`config.mk`:
```
export PLATFORM = sky130hd
export DESIGN_NAME = lector_bcd_fecha
export DESIGN_NICKNAME = d
export VERILOG_FILES = /design/src/rtl/fecha_pkg.sv /design/src/rtl/bcd2bin_8.sv /design/src/rtl/lector_bcd_fecha.sv
export SDC_FILE = /design/constraint.sdc
export NUM_CORES = 1
export LEC_CHECK = 0
export ABC_AREA = 1
export CELL_PAD_IN_SITES_DETAIL_PLACEMENT = 1
export CELL_PAD_IN_SITES_GLOBAL_PLACEMENT = 1
export CORE_ASPECT_RATIO = 1.25
export CORE_UTILIZATION = 43
export DETAILED_ROUTE_END_ITERATION = 16
export PLACE_DENSITY_LB_ADDON = 0.1
export SYNTH_ARGS = -nofsm -noshare
export SYNTH_HDL_FRONTEND = slang
export SYNTH_HIERARCHICAL = 1
export SYNTH_SLANG_ARGS = --single-unit
```
`constraint.sdc`:
```
create_clock -name clk -period 3.7 [get_ports clk]
set_input_delay 0.37 -clock clk [delete_from_list [all_inputs] [get_ports clk]]
set_output_delay 0.37 -clock clk [all_outputs]
set_load 0.01 [all_outputs]
```
`src/rtl/fecha_pkg.sv`:
```
// Shared constants for the BCD date frame reader: state codes, field limits and
// the widths of the zero-based binary date encodings.
package fecha_pkg;

    localparam int DIA_W  = 5;
    localparam int MES_W  = 4;
    localparam int ANIO_W = 7;

    localparam logic [6:0] DIA_MAX  = 7'd31;
    localparam logic [6:0] MES_MAX  = 7'd12;
    localparam logic [6:0] ANIO_MAX = 7'd99;

    // Frame position; S_LOAD is the single commit cycle after the year byte.
    localparam logic [1:0] S_DIA  = 2'd0;
    localparam logic [1:0] S_MES  = 2'd1;
    localparam logic [1:0] S_ANIO = 2'd2;
    localparam logic [1:0] S_LOAD = 2'd3;

endpackage

```
`src/rtl/bcd2bin_8.sv`:
```
// Two-digit BCD to binary converter. The value is meaningless when nibble_ok is
// low; the caller decides what to do with a bad digit.
module bcd2bin_8 (
    input  logic [7:0] bcd,
    output logic [6:0] bin,
    output logic       nibble_ok
);

    logic [6:0] tens;
    logic [6:0] units;

    assign tens      = {3'b000, bcd[7:4]};
    assign units     = {3'b000, bcd[3:0]};
    assign bin       = tens * 7'd10 + units;
    assign nibble_ok = (bcd[7:4] <= 4'd9) && (bcd[3:0] <= 4'd9);

endmodule

```
`src/rtl/lector_bcd_fecha.sv`:
```
// Reads a day/month/year BCD frame from the RTC, validates every field and
// hands zero-based binary values to the date counters with a one-cycle load.
module lector_bcd_fecha
    import fecha_pkg::*;
(
    input  logic              clk,
    input  logic              reset,
    input  logic              sync,
    input  logic              in_valid,
    input  logic [7:0]        in_bcd,
    output logic              in_ready,
    output logic              load,
    output logic [DIA_W-1:0]  dia_bin,
    output logic [MES_W-1:0]  mes_bin,
    output logic [ANIO_W-1:0] anio_bin,
    output logic              err,
    output logic              busy
);

    logic [1:0]        state_q, state_d;
    logic              err_flag_q, err_flag_d;
    logic [DIA_W-1:0]  dia_stg_q, dia_stg_d;
    logic [MES_W-1:0]  mes_stg_q, mes_stg_d;
    logic [ANIO_W-1:0] anio_stg_q, anio_stg_d;
    logic [DIA_W-1:0]  dia_bin_q, dia_bin_d;
    logic [MES_W-1:0]  mes_bin_q, mes_bin_d;
    logic [ANIO_W-1:0] anio_bin_q, anio_bin_d;
    logic              load_q, load_d;
    logic              err_q, err_d;

    logic [6:0] bin;
    logic       nibble_ok;
    logic       field_ok;
    logic       xfer;

    bcd2bin_8 u_bcd2bin (
        .bcd       (in_bcd),
        .bin       (bin),
        .nibble_ok (nibble_ok)
    );

    assign in_ready = (state_q != S_LOAD);
    assign busy     = (state_q != S_DIA);
    assign xfer     = in_valid && in_ready;

    // One converter is shared; the range applied depends on which field is expected.
    always_comb begin
        field_ok = 1'b0;
        case (state_q)
            S_DIA:   field_ok = nibble_ok && (bin >= 7'd1) && (bin <= DIA_MAX);
            S_MES:   field_ok = nibble_ok && (bin >= 7'd1) && (bin <= MES_MAX);
            S_ANIO:  field_ok = nibble_ok && (bin <= ANIO_MAX);
            default: field_ok = 1'b0;
        endcase
    end

    always_comb begin
        state_d    = state_q;
        err_flag_d = err_flag_q;
        dia_stg_d  = dia_stg_q;
        mes_stg_d  = mes_stg_q;
        anio_stg_d = anio_stg_q;
        dia_bin_d  = dia_bin_q;
        mes_bin_d  = mes_bin_q;
        anio_bin_d = anio_bin_q;
        load_d     = 1'b0;
        err_d      = 1'b0;
        if (sync) begin
            state_d    = S_DIA;
            err_flag_d = 1'b0;
            dia_stg_d  = '0;
            mes_stg_d  = '0;
            anio_stg_d = '0;
        end else begin
            case (state_q)
                S_DIA: if (xfer) begin
                    dia_stg_d  = DIA_W'(bin - 7'd1);
                    err_flag_d = err_flag_q | ~field_ok;
                    state_d    = S_MES;
                end
                S_MES: if (xfer) begin
                    mes_stg_d  = MES_W'(bin - 7'd1);
                    err_flag_d = err_flag_q | ~field_ok;
                    state_d    = S_ANIO;
                end
                S_ANIO: if (xfer) begin
                    anio_stg_d = bin;
                    err_flag_d = err_flag_q | ~field_ok;
                    state_d    = S_LOAD;
                end
                default: begin
                    // A rejected frame leaves the counters' view of the date untouched.
                    if (err_flag_q) begin
                        err_d = 1'b1;
                    end else begin
                        dia_bin_d  = dia_stg_q;
                        mes_bin_d  = mes_stg_q;
                        anio_bin_d = anio_stg_q;
                        load_d     = 1'b1;
                    end
                    err_flag_d = 1'b0;
                    state_d    = S_DIA;
                end
            endcase
        end
    end

    always_ff @(posedge clk or negedge reset) begin
        if (!reset) begin
            state_q    <= S_DIA;
            err_flag_q <= 1'b0;
            dia_stg_q  <= '0;
            mes_stg_q  <= '0;
            anio_stg_q <= '0;
            dia_bin_q  <= '0;
            mes_bin_q  <= '0;
            anio_bin_q <= '0;
            load_q     <= 1'b0;
            err_q      <= 1'b0;
        end else begin
            state_q    <= state_d;
            err_flag_q <= err_flag_d;
            dia_stg_q  <= dia_stg_d;
            mes_stg_q  <= mes_stg_d;
            anio_stg_q <= anio_stg_d;
            dia_bin_q  <= dia_bin_d;
            mes_bin_q  <= mes_bin_d;
            anio_bin_q <= anio_bin_d;
            load_q     <= load_d;
            err_q      <= err_d;
        end
    end

    assign dia_bin  = dia_bin_q;
    assign mes_bin  = mes_bin_q;
    assign anio_bin = anio_bin_q;
    assign load     = load_q;
    assign err      = err_q;

endmodule

```
After elaboration in Yosys (flattened, before gate mapping)
Cells that the tools add are included.
{ "totals": {"reg_bits": 37, "latchBits": 0, "ram_bits": 0, "rom_bits": 0, "inputBits": 12, "output_inout_bits": 20, "elab_cells": 73, "mem_count": 0} }
{ "classes": {"addsub": 2, "mul": 1, "n_div": 0, "n_lt_le_gt_ge": 6, "eq_ne": 7, "shift": 0, "n_mux": 24, "bitwise": 5, "reduce_logical": 18} }
{ "op_table": {"columns": ["op", "n"], "rows": [
  ["7-bit two-way mux", 3],
  ["5-bit two-way mux", 3],
  ["4-bit two-way mux", 3],
  ["2-bit nonzero test", 5],
  ["1-bit two-way mux", 9],
  ["3-bit inequality test, second input constant", 3],
  ["4-bit less-or-equal comparator, second input constant", 2],
  ["2-bit two-way mux", 4],
  ["7-bit by 4-bit adder with 7-bit output", 1],
  ["7-bit by 1-bit >= comparator with 1-bit output, second input constant", 1],
  ["7-bit by 4-bit less-or-equal comparator with 1-bit output, second input constant", 1],
  ["7-bit by 5-bit less-or-equal comparator with 1-bit output, second input constant", 1],
  ["7-bit less-or-equal comparator, second input constant", 1],
  ["1-bit logical AND", 6],
  ["4-bit by 3-bit multiplier with 6-bit output, second input constant", 1],
  ["2-bit case mux with 3 select lines", 1],
  ["2-bit AND reduction", 3],
  ["3-bit AND reduction", 2],
  ["5-bit by 1-bit subtractor with 5-bit output, second input constant", 1],
  ["1-bit NOT", 4],
  ["3-bit by 1-bit inequality test with 1-bit output, second input constant", 1],
  ["1-bit case mux with 3 select lines", 1],
  ["3-bit OR reduction", 1],
  ["2-bit by 1-bit == test with 1-bit output, second input constant", 1],
  ["other kinds (4)", 4]
]} }

Depth between registers and ports, before layout
Gate-level depths: netlist of the first run.
{ "depth": {"ltp_word": 11, "ltp_mapped": 14, "ltp_nobuf": 14} }

Cells and area by module
The synthesis of the first run kept the hierarchy.
{ "by_module_without_submodules": {"columns": ["mod", "instances", "cells_each", "area_each_um2", "seq_area_each_um2"], "rows": [
  ["lector_bcd_fecha", 1, 201, 1793.0, 925.9],
  ["bcd2bin_8", 1, 45, 304.0, 0.0]
]} }

Worst setup path after synthesis of the first run
OpenSTA, ideal clock, no wires.
{ "synth_timing": {"path_type": "input to register", "from": "in in_bcd[5]", "to": "reg err_flag_q", "setup_time_ns": 0.124, "t_arrival_ns": 2.044, "required_ns": 3.576, "path_slack_ns": 1.532, "cell_stages": 14, "n_path_buf": 0, "path_cell_list": "ha_1 -> ha_1 -> fa_1 -> nand2_1 -> inv_1 -> nand3_1 -> nand2_1 -> nand2_1 -> nor2_1 -> nand2_1 -> nor2_1 -> nand3_1 -> nand2_1 -> a21oi_1"} }
{ "synth_via": {"elab_chain_cells": 11, "word_cells_on_any_way": 18, "cone_classes": "add/sub (1); mul (1); order compare (5); mux (4); bitwise (2); reduce/logical (5)"} }
{ "synth_lines": {"columns": ["element", "line_no", "text"], "rows": [
  ["start: declaration", "lector_bcd_fecha.sv:10", "input logic [7:0] in_bcd,"],
  ["4-bit by 3-bit multiplier with 6-bit output (*)", "bcd2bin_8.sv:14", "assign bin = tens * 7'd10 + units;"],
  ["7-bit by 4-bit adder with 7-bit output (*)", "bcd2bin_8.sv:14", null],
  ["named net bin[6]", "lector_bcd_fecha.sv:31", "logic [6:0] bin;"],
  ["7-bit by 1-bit >= comparator with 1-bit output", "lector_bcd_fecha.sv:50, lector_bcd_fecha.sv:51", null],
  ["1-bit logical AND", "lector_bcd_fecha.sv:50, lector_bcd_fecha.sv:51", null],
  ["1-bit logical AND, on equally long branches", "lector_bcd_fecha.sv:51, lector_bcd_fecha.sv:50", null],
  ["1-bit case mux with 3 select lines (*)", "lector_bcd_fecha.sv:49", "case (state_q)"],
  ["1-bit NOT (*)", "lector_bcd_fecha.sv:78, lector_bcd_fecha.sv:83, lector_bcd_fecha.sv:88", null],
  ["1-bit bitwise OR (*)", "lector_bcd_fecha.sv:78, lector_bcd_fecha.sv:83, lector_bcd_fecha.sv:88", null],
  ["1-bit two-way mux (*)", "lector_bcd_fecha.sv:76, lector_bcd_fecha.sv:81, lector_bcd_fecha.sv:86", null],
  ["1-bit two-way mux (*)", null, null],
  ["1-bit two-way mux (*)", "lector_bcd_fecha.sv:68", "if (sync) begin"],
  ["end signal: assignment", "lector_bcd_fecha.sv:122", "err_flag_q <= err_flag_d;"],
  ["end: declaration", "lector_bcd_fecha.sv:21", "logic err_flag_q, err_flag_d;"]
]} }
Mark *: on every way through the listed nets, which the timed path passes. The rest lies on a longest branch. The select of a mux whose other input is x is not followed.
A chain may end at the register's enable or synchronous reset.

Worst setup path after layout of the first run
{ "layout_timing": {"from": "in in_bcd[7]", "to": "reg err_flag_q"} }
The elaborated chain is that of the path after synthesis.

==> results by group, run 1 <==
Logic synthesis
  • Main synth FF type: dfrtp_1
  • Yosys top cell by area: dfrtp_1
  • Most area-consuming cells after synthesis: dfrtp_1 44%, nand2_1 12%, ha_1 8.4%, inv_1 5.9%, o21ai_0 4.3%
  • Most common cell in the netlist: nand2_1
  • Mapped Area: ~2100 um2
  • Synth unique cells: 27
  • #FFs+latches synth: 37
  • Synth top area share: 0.4415
  • Syn_nets: 274
  • Synth Instances: 246
  • EDFF count, synth: 0
  • Synth warn: 6
  • Ys async rst share: 1.000
  • Register area share after synthesis: 0.4415
  • Mapped Avg Cell Area: approximately 8.5 um2
  • Synth top cells by count: 67 x nand2_1, 37 x dfrtp_1, 33 x inv_1

Timing
  • Fin crit share: 0.6844
  • Worst-margin pin slew: just over 800 ps
  • Max Transition Viols Final: 0
  • Final setup fails: 0
  • Slew HR: 0.4514
  • Fin. Hold Viols: 0
  • Final worst path period need: 2532 ps
  • Post-route setup slack: ~1200 ps
  • Highest clock rate: roughly 400 MHz
  • Clk_skew: roughly 3.5 ps
  • Tightest hold margin: 167.8 ps
  • Final TNS setup: 0 ps
  • RSZ-0062 raised after global routing: false

Placement
  • GPL Wtd Cong: 0.8094
  • Area of placed instances: 2410 um2
  • Post-detail-place hpwl: 3632 um
  • Worst slack at placement: 846.5 ps
  • PortBufs: 31

Floorplan
  • Chip Height: 80.08 um
  • DIE AREA: between 5000 and 6000 um2
  • Die Wd: 64.46 um
  • Core area: 4695 um2
  • Io pins: 32
  • Starting Density: 0.4467
  • Row cnt: 28

Clock tree
  • Num CTS Buffers: 5
  • Post-CTS sizing: 0
  • Post-CTS Hold Fix Bufs: 0
  • Clk root buf: clkbuf_8
  • Clk buf depth: 2
  • TritonCTS clock tree: yes
  • Setup Buffers After CTS: 0
  • CTS clk-pin slew, worst paths: around 70 ps
  • Clk_lat worst skew: 290 ps
  • Clock sinks: 37
  • H-tree depth: 2

Worst setup path
  • Crit path kind: in -> reg
  • Startpoint Class: input pin
  • R2R Setup Slk: 1980 ps
  • CP Cell Sequence: clkdlybuf4s50_1 -> ha_1 -> ha_1 -> fa_1 -> nand2_1 -> inv_1 -> nand3_1 -> nand2_1 -> nand2_1 -> nor2_1 -> nand2_1 -> nor2_1 -> nand3_1 -> nand2_1 -> a21oi_1
  • Critical path's top delay family: adder cells
  • Maximum fanout along the worst path: 3
  • Crit. End Element: flop
  • Crit path max-delay cell type: clkdlybuf4s50_1
  • Largest stage delay, worst path: 550 ps
  • Most common cell on crit path: nand2_1
  • Worst path required time: 3880 ps
  • R2R Path Start: state_q[0]$_DFFE_PN0P_
  • Reg2Reg Depth: 6
  • Crit path buffers/inverters: 2
  • Crit path DAT: 2710 ps
  • FF-to-FF End: mes_bin[0]$_DFFE_PN0P_

Power and ir drop
  • Int Pwr: 0.8786 mW
  • PwrDens: 550.0 nW/um2
  • Switch share: 0.3591
  • NetSw: 0.4922 mW
  • Pleak: 1.248 nW
  • Peak VDD IR: 0.2107 mV
  • Sequential Power Share: 0.417
  • Clock power frac: 0.203
  • Combinational power share: 0.380

Layout
  • Fin nets: between 300 and 400
  • Layout fillers: 576
  • Reg area: between 900 and 1000 um2
  • Finished Cell Area: 2492 um2
  • Util after Layout: 0.5309
  • Multi-input logic area: slightly below 1000 um2
  • Antenna cell count: 0
  • Share of layout cells above drive strength 1: 0.1115
  • Synth-to-layout area growth: 18.85%

Drt
  • Overall routed net length: 4684 um
  • Routed Antenna Nets: 0
  • Drt first pass iters: 4
  • Wire per inst: 13.86 um
  • DRC errors left: 0
  • 1st-iter DRT viols: 43
  • Vias: 1688
  • Vias/cell: 4.994

GRT
  • Gr ovfl total: 0
  • Vias in the first global route: 1644
  • Global-route wire length before repair: 7769 um
  • Antenna violations before repair: 0
  • Largest net degree at the start of global routing: 38
  • Aggregate global-route resource usage: 0.2000

Status
  • Status: finished, final reports clean

Run
  • Max-cap viol count: 0

Min path
  • Hold WC Path Type: in -> async
[area by class of cell]
| cell class | count | share of cell area |
|---|---|---|
| flip-flops and latches | 37 | 0.3715 |
| inverters | 36 | 0.05422 |
| multi-input cells | 166 | 0.3886 |
| clock inverters | 2 | 0.004016 |
| repair buffers | 31 | 0.1225 |
| well taps | 60 | 0.03012 |
| clock buffers | 6 | 0.02912 |
[worst max-delay path by stage]
stage	from	end	slack, ps	cells after the start
6_report	in_bcd[7]	err_flag_q$_DFFE_PN0P_	1170	15
2_1_floorplan	in_bcd[5]	err_flag_q$_DFFE_PN0P_	1530	14
3_5_place_dp	in_bcd[7]	err_flag_q$_DFFE_PN0P_	850	15
3_3_place_gp	in_bcd[7]	err_flag_q$_DFFE_PN0P_	910	15
5_1_grt	in_bcd[7]	err_flag_q$_DFFE_PN0P_	970	15
4_1_cts	in_bcd[7]	err_flag_q$_DFFE_PN0P_	1150	15
[layout by cell type, fill, tap and decap left out]
cell type and instances:
nor3_4 1, inv_2 3, xnor2_2 1, o211ai_2 1
nand3_1 8, o21ai_2 9, nor3_1 4, and2_1 1
o21ai_1 2, a21oi_1 7, or2_2 1, nor2_4 1
nand4_1 2, ha_1 14, nand3_2 2, nand2_1 67
clkbuf_8 5, fa_1 2, buf_2 1, inv_1 33
nor2_1 16, o21ai_0 18, o211ai_1 2, clkdlybuf4s50_1 30
xor2_1 1, xnor2_1 2, dfrtp_1 37, clkinv_2 2
clkbuf_1 1, nor2_2 4
[flip-flops by register name, indices dropped and copies added (netlist names)]
| register | flops |
|---|---|
| dia_bin | 5 |
| err | 1 |
| load | 1 |
| dia_stg_q | 5 |
| mes_bin | 4 |
| anio_stg_q | 7 |
| mes_stg_q | 4 |
| anio_bin | 7 |
| state_q | 2 |
| err_flag_q | 1 |
[metrics by stage]
stage | std cells | total power, mW
after CTS | 338 | 1.389
after global placement | 330 | 1.076
after global routing | 338 | 1.462
after detailed placement | 330 | 1.105
final | 338 | 1.371
after floorplan | 246 | 0.8753
[logic make-up (layout without fill, tap and decap cells)]
family                     Yosys count  after routing  synth area share
AOI/OAI and AO/OA                   39             39            0.1152
xor gates and xnor gates             4              4           0.02029
adders and majority gates           16             16            0.1026
buffers and inverters               43             75           0.09666
DFF                                 37             37            0.4415
and+or+nand+nor                    107            107            0.2238
[layer usage]
| layer | up-vias | global-route usage | routed length (um) |
|---|---|---|---|
| met3 | 10 | 0.03551 | 89 |
| met2 | 30 | 0.3632 | 2484 |
| met5 | - | 0 | 0 |
| met4 | 0 | 0.07778 | 110 |
| met1 | 818 | 0.2301 | 1999 |
| li1 | 830 | - | - |
[power groups by stage]
stage               Combinational, mW  Sequential (mW)  Clock, mW
floorplan                       0.278            0.597          0
global placement                0.507            0.568          0
detailed placement              0.526            0.580          0
CTS                             0.530            0.573      0.286
global route                    0.580            0.583      0.299
finish                          0.521            0.572      0.278
(Power assumes the default switching activity.)
==> inputs of run 2 (changes only) <==
--- a/config.mk
+++ b/config.mk
@@ -9,7 +9,7 @@
 export CELL_PAD_IN_SITES_DETAIL_PLACEMENT = 1
 export CELL_PAD_IN_SITES_GLOBAL_PLACEMENT = 1
 export CORE_ASPECT_RATIO = 1.25
-export CORE_UTILIZATION = 43
+export CORE_UTILIZATION = 36
 export DETAILED_ROUTE_END_ITERATION = 16
 export PLACE_DENSITY_LB_ADDON = 0.1
 export SYNTH_ARGS = -nofsm -noshare
==> constraint.sdc (replaced) <==
create_clock -name clk -period 2.15 [get_ports clk]
set_input_delay 0.215 -clock clk [delete_from_list [all_inputs] [get_ports clk]]
set_output_delay 0.215 -clock clk [all_outputs]
set_load 0.01 [all_outputs]
==> results by group, run 2 (synthesized netlist as in run 1, its figures left out) <==
Drt
  • Drt first pass iters: 3
  • Overall routed net length: 4539 um
  • Vias/cell: 4.661
  • DRC errors left: 0
  • Wire per inst: 12.61 um
  • Vias: 1678
  • Routed Antenna Nets: 0
  • 1st-iter DRT viols: 93

Timing
  • Fin crit share: 0.9419
  • Fin. Hold Viols: 0
  • Max Transition Viols Final: 0
  • RSZ-0062 raised after global routing: true
  • Highest clock rate: 493.8 MHz
  • Clk_skew: 10.92 ps
  • Final setup fails: 0
  • Final TNS setup: 0 ps
  • Slew HR: 0.4456
  • Final worst path period need: 2025 ps
  • Worst-margin pin slew: a little over 800 ps

Floorplan
  • DIE AREA: 6136 um2
  • Die Wd: ~70 um
  • Starting Density: 0.3800
  • Io pins: 32
  • Chip Height: 87.33 um
  • Row cnt: 30
  • Core area: 5518 um2

Clock tree
  • Clk_lat worst skew: around 290 ps
  • Clk buf depth: 2
  • TritonCTS clock tree: yes
  • Setup Buffers After CTS: 0
  • CTS clk-pin slew, worst paths: about 80 ps
  • Num CTS Buffers: 5
  • H-tree depth: 2
  • Clock sinks: 37
  • Clk root buf: clkbuf_8

Worst setup path
  • R2R Path Start: state_q[0]$_DFFE_PN0P_
  • Crit path kind: in -> reg
  • FF-to-FF End: anio_stg_q[2]$_DFFE_PN0P_
  • Worst path required time: 2340 ps
  • Maximum fanout along the worst path: 3
  • Critical path origin: in_bcd[7]
  • Crit. End Element: flop
  • Startpoint Class: input pin
  • Reg2Reg Depth: 6
  • Crit path DAT: 2210 ps
  • R2R Setup Slk: around 500 ps

Layout
  • Antenna cell count: 0
  • Share of layout cells above drive strength 1: 0.2027
  • Layout fillers: roughly 690
  • Commonest non-fill, non-tap cell in the layout: nand2_1
  • Fin nets: 323
  • Util after Layout: 0.4878
  • Synth-to-layout area growth: 28.34%
  • Most frequent cells in the layout: 65 x nand2_1, 37 x dfrtp_1, 32 x inv_1

GRT
  • Gr ovfl total: 0
  • Antenna violations before repair: 0
  • Largest net degree at the start of global routing: 38
  • Aggregate global-route resource usage: 0.1688
  • Busiest grt layer: met2
  • Met2 Track Usage GR: 0.3039
  • GR met3 Demand/Resource: 0.03125
  • Global-route wire length before repair: 8004 um
  • Vias in the first global route: 1733
  • Grt met1 use: 0.1997

Power and ir drop
  • Peak VDD IR: 0.3987 mV
  • Pleak: 1.347 nW
  • Pwr Total: 2.567 mW
  • PwrDens: roughly 950 nW/um2

Placement
  • Post-detail-place hpwl: approximately 3600 um
  • PortBufs: 31
  • GPL Wtd Cong: 0.7958

Min path
  • Hold WC Path Type: in -> async

Status
  • Status: finished, final reports clean

Run
  • Max-cap viol count: 0
run 2: cell count changes in the layout (fill, tap and decap cells not counted), sizes merged:
| cell | previous run | this run |
|---|---|---|
| clkinvlp | 0 | 1 |
| bufinv | 0 | 1 |
| dlygate4sd2 | 0 | 4 |
| clkdlybuf4s50 | 30 | 26 |
| clkinv | 2 | 0 |
| buf | 1 | 19 |
run 2: power by group:
group	internal, mW	leakage [nW]	total, mW	switching (mW)
registers	0.877	0.496	0.972	0.0950
clock network	0.377	0.0574	0.642	0.264
logic	0.464	0.794	0.953	0.489
total	1.72	1.35	2.57	0.849
run 2: metal layers:
metal | share of wire | vias to the layer above
met4 | 0.015 | 0
met1 | 0.44 | 775
met3 | 0.027 | 6
met5 | 0 | -
met2 | 0.52 | 27
li1 | - | 870
run 2: area by class of cell:
class	instances	area [um2]	area share
multi-input cells	166	994.7	0.3696
flip-flops and latches	37	925.9	0.3440
repair buffers	49	435.4	0.1618
inverters	36	135.1	0.05021
clock buffers	6	82.58	0.03068
well taps	64	80.08	0.02975
clock inverters	2	37.54	0.01395
run 2: worst max-delay path: stages:
cell and delay [ps]:
dlygate4sd2_1 240, ha_1 290, ha_2 180, fa_1 500, nand2_1 70, inv_2 60
nand3_1 70, nand2_1 70, nand2_2 70, nor2_2 100, nand2_1 50, nor2_1 90
nand3_1 70, nand2_1 70, a21oi_2 50
run 2: through the flow:
step                      area (um2)  worst slack, ps  hold WS, ps  instances
final                           2691            125.0        21.27        360
after global routing            2691           -17.25        101.3        360
after CTS                       2675            59.06        42.67        360
after detailed placement        2550           -450.1        365.3        352
after global placement          2550           -386.7        358.4        352
after floorplan                 2097            137.1       -80.59        246
run 2: what timing repair did:
item                                    4_1_cts  5_1_grt
endpoints found under the setup margin        3        4
pin swaps                                     5        2
hold buffers                                  0        0
gates resized for setup                       9        7
run 2: worst max-delay path by stage:
stage	cells after the start	slack [ps]	end
after CTS	15	60	err_flag_q$_DFFE_PN0P_
after floorplan	14	140	err_flag_q$_DFFE_PN0P_
after global routing	15	-20	err_flag_q$_DFFE_PN0P_
after detailed placement	15	-450	err_flag_q$_DFFE_PN0P_
final	15	120	err_flag_q$_DFFE_PN0P_
after global placement	15	-390	err_flag_q$_DFFE_PN0P_
